## config.mk

```make
export PLATFORM = sky130hd
export DESIGN_NAME = count_mc
export DESIGN_NICKNAME = d
export VERILOG_FILES = /design/src/rtl/count_mc.sv
export SDC_FILE = /design/constraint.sdc
export NUM_CORES = 1
export LEC_CHECK = 0
export ABC_AREA = 0
export BUFFER_PORTS_ARGS = -buffer_cell sky130_fd_sc_hd__clkbuf_2
export CAP_MARGIN = 10
export CORE_ASPECT_RATIO = 1.1
export CORE_MARGIN = 1.5
export CORE_UTILIZATION = 59
export CTS_CLUSTER_SIZE = 24
export DETAILED_ROUTE_END_ITERATION = 12
export PLACE_DENSITY = 0.95
export RECOVER_POWER = 100
export SYNTH_ARGS = -nofsm -noshare
export SYNTH_HDL_FRONTEND = slang
export SYNTH_SLANG_ARGS = --single-unit
```

## constraint.sdc

```tcl
create_clock -name clk -period 2.7 [get_ports clk]
set_input_delay 0.81 -clock clk [delete_from_list [all_inputs] [get_ports clk]]
set_output_delay 0.81 -clock clk [all_outputs]
set_load 0.05 [all_outputs]
```

## src/rtl/count_mc.sv

```systemverilog
// count_mc: multi-channel up/down counter with per-channel limit, wrap/saturate mode and sticky overflow
//   clk, rst_n (async active-low); per channel c: ld_n, cen, up_dn, sat, din[c*WIDTH+:WIDTH], ovf_clr;
//   shared limit write port lim_we/lim_sel/lim_din; outputs cnt_out (same packing as din), tc, zero, ovf.
module count_mc #(
  parameter int WIDTH    = 8,
  parameter int CHANNELS = 4,
  parameter int SEL_W    = 2
) (
  input  logic                      clk,
  input  logic                      rst_n,
  input  logic [CHANNELS-1:0]       ld_n,
  input  logic [CHANNELS-1:0]       cen,
  input  logic [CHANNELS-1:0]       up_dn,
  input  logic [CHANNELS-1:0]       sat,
  input  logic [CHANNELS*WIDTH-1:0] din,
  input  logic                      lim_we,
  input  logic [SEL_W-1:0]          lim_sel,
  input  logic [WIDTH-1:0]          lim_din,
  input  logic [CHANNELS-1:0]       ovf_clr,
  output logic [CHANNELS*WIDTH-1:0] cnt_out,
  output logic [CHANNELS-1:0]       tc,
  output logic [CHANNELS-1:0]       zero,
  output logic [CHANNELS-1:0]       ovf
);
  for (genvar c = 0; c < CHANNELS; c++) begin : g_ch
    logic [WIDTH-1:0] cnt, lim, ld_val, nxt;
    logic             evt, ovf_r;
    assign ld_val = din[c*WIDTH +: WIDTH];
    // Counting down from above a freshly lowered limit snaps to the limit without an event,
    // so the down boundary is only ever cnt == 0.
    always_comb begin
      nxt = cnt;
      evt = 1'b0;
      if (!ld_n[c]) nxt = (ld_val > lim) ? lim : ld_val;
      else if (cen[c] && up_dn[c]) begin
        evt = cnt >= lim;
        nxt = evt ? (sat[c] ? lim : '0) : cnt + 1'b1;
      end else if (cen[c]) begin
        evt = cnt == '0;
        nxt = (cnt > lim) ? lim : evt ? (sat[c] ? '0 : lim) : cnt - 1'b1;
      end
    end
    always_ff @(posedge clk or negedge rst_n) begin
      if (!rst_n) begin
        cnt   <= '0;
        lim   <= '1;
        ovf_r <= 1'b0;
      end else begin
        cnt   <= nxt;
        ovf_r <= evt | (ovf_r & ~ovf_clr[c]);
        if (lim_we && lim_sel == SEL_W'(c)) lim <= lim_din;
      end
    end
    assign cnt_out[c*WIDTH +: WIDTH] = cnt;
    assign tc[c]   = cnt == lim;
    assign zero[c] = cnt == '0;
    assign ovf[c]  = ovf_r;
  end
endmodule

```

==> summary.md <==
The run finished, with violations left. The checks that failed: max-capacitance violations, max-slew violations. The tightest hold path in the finished design has a slack of 0.541 ns. The count of routing violations after the opening detailed-route iteration was 657; the placed cell count was 1046. Horizontal die dimension: 106 um. After detailed routing, the total wire length is 21500 um. Dividing the synthesized area by the synthesized cell count gives 8.61 sq um. The synthesized netlist devotes 20.7% of its cell area to compound gates.

Yosys mapped the design onto 62 distinct sky130hd cell types. When the netlist entered floorplanning its net count stood at 939. Routability-driven placement finished with a final weighted congestion of 1.02.

Across the VDD grid, the largest voltage drop is 0.000600 V. Number of setup violations in the final report: 0. After global routing the overflow that remains totals 0. The category of the worst setup path capture point was an output port. After synthesis, the share of cell area in mux cells is 11.3%. The power density of the placed cells came out at 901 mW/mm^2. The terminating pin of the worst hold path was g_ch[2].ovf_r$_DFF_PN0_. For the initial antenna violation count, the log shows 0.

The tools report the via count of the first global-routing pass as 6728. Along the worst hold path, the cell count comes to 2. The floorplan step set the die height to 116 um. Residual antenna-violating net count after detailed routing: 0.

Counting flops and latches in the post-synthesis netlist gives 68. The logs give 5.41% for the met3 track demand over resource and 69 for the maximum number of pins on one net before global-route repair. After floorplanning, the core was divided into 41 placement rows. Count of yosys warnings during synthesis: 0. Core area: 0.0114 sq mm.

The tools report the total number of nets in the final design as 1063. The setup check on the worst reg-to-reg path leaves a slack of 0.07 ns. On the final layout, the worst clock skew is 0.00912 ns. For this design the static power due to leakage is 3.67 nW.

The die covers 0.0123 sq mm. At the later pin of the worst-skew pair, clock insertion delay measures 0.34 ns. The power after layout is 7.44 mW.

For the overall routing resource usage, the log shows 33.9%. Counting the buffers created by CTS gives 9. In the final layout, flip-flops and latches occupy 0.00175 sq mm. The repair_antennas step left the layout with diodes totalling 0. Setup repair after global routing could not meet its margin everywhere. Using the TritonRoute via totals, the vias-per-cell ratio works out to 6.66.

Of all nets on the critical path, the largest fanout is 4. The tightest min-delay check is of the reg2reg type. Timing would allow up to 372 MHz.

Of the total synthesized cell area, the portion taken by full adders, half adders and majority gates is 13.8%. The area occupied by multi-input gates is 0.00486 sq mm. For the worst setup path, the data arrival time is 1.88 ns. The initial utilization of the core area, before any placement, comes to 60.3%. Measured against its own limit, the worst slew margin works out to -18.4%.

The tools report the CTS root buffer as sky130_fd_sc_hd__clkbuf_16. The worst setup path is of the reg2out kind. The depth of the worst register-to-register path works out to 9. The required time at the endpoint of the critical path is 1.89 ns.

The first global-routing pass estimated 33200 um of wire. For the mapped cell area, the log shows 0.00687 sq mm. The number of buffers inserted for hold repair after clock tree synthesis was 0.

Among all flip-flop cells after synthesis, the most frequent one is sky130_fd_sc_hd__dfrtp_1. Capture instance of the worst register-to-register path: g_ch[2].cnt[3]$_DFFE_PN0P_. After Yosys synthesis, XOR and XNOR cells account for 5.10% of the synthesized area. The startpoint identified for the worst register-to-register timing path is g_ch[2].lim[6]$_DFFE_PN1P_. Once layout is complete, the cells apart from fillers number 1077. Synthesis handed over a netlist of 798 instances. Leaving out fill and tap cells, the most frequent cell in the layout is sky130_fd_sc_hd__nand2_1. For the worst setup margin, the log shows 0.00872 ns.

The first detailed-routing pass ran for 5 iterations. Of the total synthesized cell area, the portion taken by AND, OR, NAND and NOR gates is 16.9%. Once detailed placement completed, the half-perimeter wirelength came to 15200 um.

The run gives 0 ns as the final-layout setup total negative slack. The global routing stage identified its most utilized layer as met2. The slew at the pin closest to its max-slew limit was 1.78 ns; the boundary pin count was 109.

Fill cells in the final layout number 845. In this run the number of H-tree levels came out at 3. After detailed routing, the number of remaining DRC violations is 0. The share of flip-flops with an asynchronous set or reset came out at 100%. After synthesis, the largest family of logic cells by area is compound AO/OA/AOI/OAI gates. Counting flops with a built-in enable in the synthesized netlist gives 0. During placement, the flow inserted port buffers numbering 108. The minimum setup slack after placement was -0.00617 ns; the routed length per instance was 20.0 um.

The area growth from synthesis to final layout was 20.1%; the number of failing hold endpoints at the final stage was 0. TritonCTS built the clock tree. The clock net in this run drives a total of 68 sinks. The tools report the max-capacitance violation count as 1. The final clock period utilization by the worst path works out to 99.7%. The via count was 7178; the final period demand of the worst path was 2.69 ns. The run gives 69 as the number of pins exceeding their max-slew limit in the final report. In the global route stage, met1 resource usage came out at 43.1%. The worst min-delay path startpoint was g_ch[2].ovf_r$_DFF_PN0_. The share of the yosys chip area belonging to registers is 25.4%. The maximum buffer depth of the clock tree was 2. The critical path startpoint category is a flop. Clock-pin slew was measured on the worst setup and hold paths at 0.06 ns. The library cells used most frequently in the layout, excluding fill and tap cells, are 71 x sky130_fd_sc_hd__nand2_1, 66 x sky130_fd_sc_hd__ha_1, 65 x sky130_fd_sc_hd__clkbuf_2. The tools report the global routing usage on met2 as 56.9%. Fraction of final layout cells sized beyond drive strength 1: 26.2%.
[Yosys cell counts (18+ instances only)]
library cell               count  area [sq um]
sky130_fd_sc_hd__o21ai_0      46           230
sky130_fd_sc_hd__mux2_2       28           315
sky130_fd_sc_hd__dfrtp_1      36           901
sky130_fd_sc_hd__xor2_1       20           175
sky130_fd_sc_hd__xnor2_1      20           175
sky130_fd_sc_hd__mux2i_1      46           460
sky130_fd_sc_hd__nand3_1      22           110
sky130_fd_sc_hd__ha_1         76           951
sky130_fd_sc_hd__a221oi_1     18           158
sky130_fd_sc_hd__nand2_1      71           267
sky130_fd_sc_hd__nor2_1       39           146
sky130_fd_sc_hd__a21oi_1      37           185
sky130_fd_sc_hd__clkbuf_1     28           105
sky130_fd_sc_hd__nand3b_1     25           188
sky130_fd_sc_hd__inv_1        60           225
sky130_fd_sc_hd__dfstp_2      32           841
[registers in the layout, summed over array words and instances (netlist names)]
| name | count |
|---|---|
| g_ch.lim | 32 |
| g_ch.ovf_r | 4 |
| g_ch.cnt | 32 |
[per-stage QoR]
step / utilization, % / cell area (sq um)
6_report: 72.5 / 8250
5_1_grt: 72.5 / 8250
4_1_cts: 70.9 / 8070
3_5_place_dp: 67.9 / 7730
3_3_place_gp: 67.9 / 7730
2_1_floorplan: - / 6910
[worst max-delay path, cell delays in order, from the launching register on]
cell and delay (ns):
sky130_fd_sc_hd__dfstp_2 0.57, sky130_fd_sc_hd__inv_2 0.08, sky130_fd_sc_hd__ha_4 0.28, sky130_fd_sc_hd__nand4_1 0.25, sky130_fd_sc_hd__nor2_4 0.21, sky130_fd_sc_hd__buf_8 0.16
[routing by layer]
layer	wire length, um	vias up
met5	0	-
met4	860	0
met3	2180	106
met2	10300	506
met1	8230	3363
li1	-	3203
[cells by family after synthesis]
kind of cell,Yosys count
xor+xnor,40
buf+inv,112
simple gates,223
mux,74
compound gates,205
fa+ha+maj,76
flops,68
[power by group]
| part | internal [mW] | leakage [nW] | total [mW] | switching (mW) |
|---|---|---|---|---|
| combinational | 1.80 | 2.76 | 4.65 | 2.85 |
| clock | 0.646 | 0.131 | 1.09 | 0.448 |
| sequential | 1.34 | 0.777 | 1.69 | 0.352 |
[worst max path at each step]
| stage | startpoint | endpoint | slack [ns] |
|---|---|---|---|
| CTS | g_ch[0].lim[5]$_DFFE_PN1P_ | tc[0] | 0.0007 |
| global route | g_ch[0].lim[2]$_DFFE_PN1P_ | tc[0] | -0.06 |
| global placement | din[17] | g_ch[2].cnt[4]$_DFFE_PN0P_ | 0.09 |
| finish | g_ch[0].lim[2]$_DFFE_PN1P_ | tc[0] | 0.009 |
| detailed placement | din[7] | g_ch[0].cnt[0]$_DFFE_PN0P_ | -0.006 |
| floorplan | g_ch[3].cnt[0]$_DFFE_PN0P_ | g_ch[3].cnt[0]$_DFFE_PN0P_ | -0.07 |
[cell type report]
type	count	area share, %
Multi-Input combinational cell	618	58.9
Sequential cell	68	21.1
Timing Repair Buffer	165	11.7
Clock buffer	14	3.08
Inverter	60	2.73
Tap cell	150	2.27
Clock inverter	2	0.121
[repair_timing]
action                                  4_1_cts  5_1_grt
resized for setup                            11       35
pin swaps                                     4       10
endpoints found under the setup margin        5       34
buffers inserted                              3       12
Power figures use the tool's default switching activity.
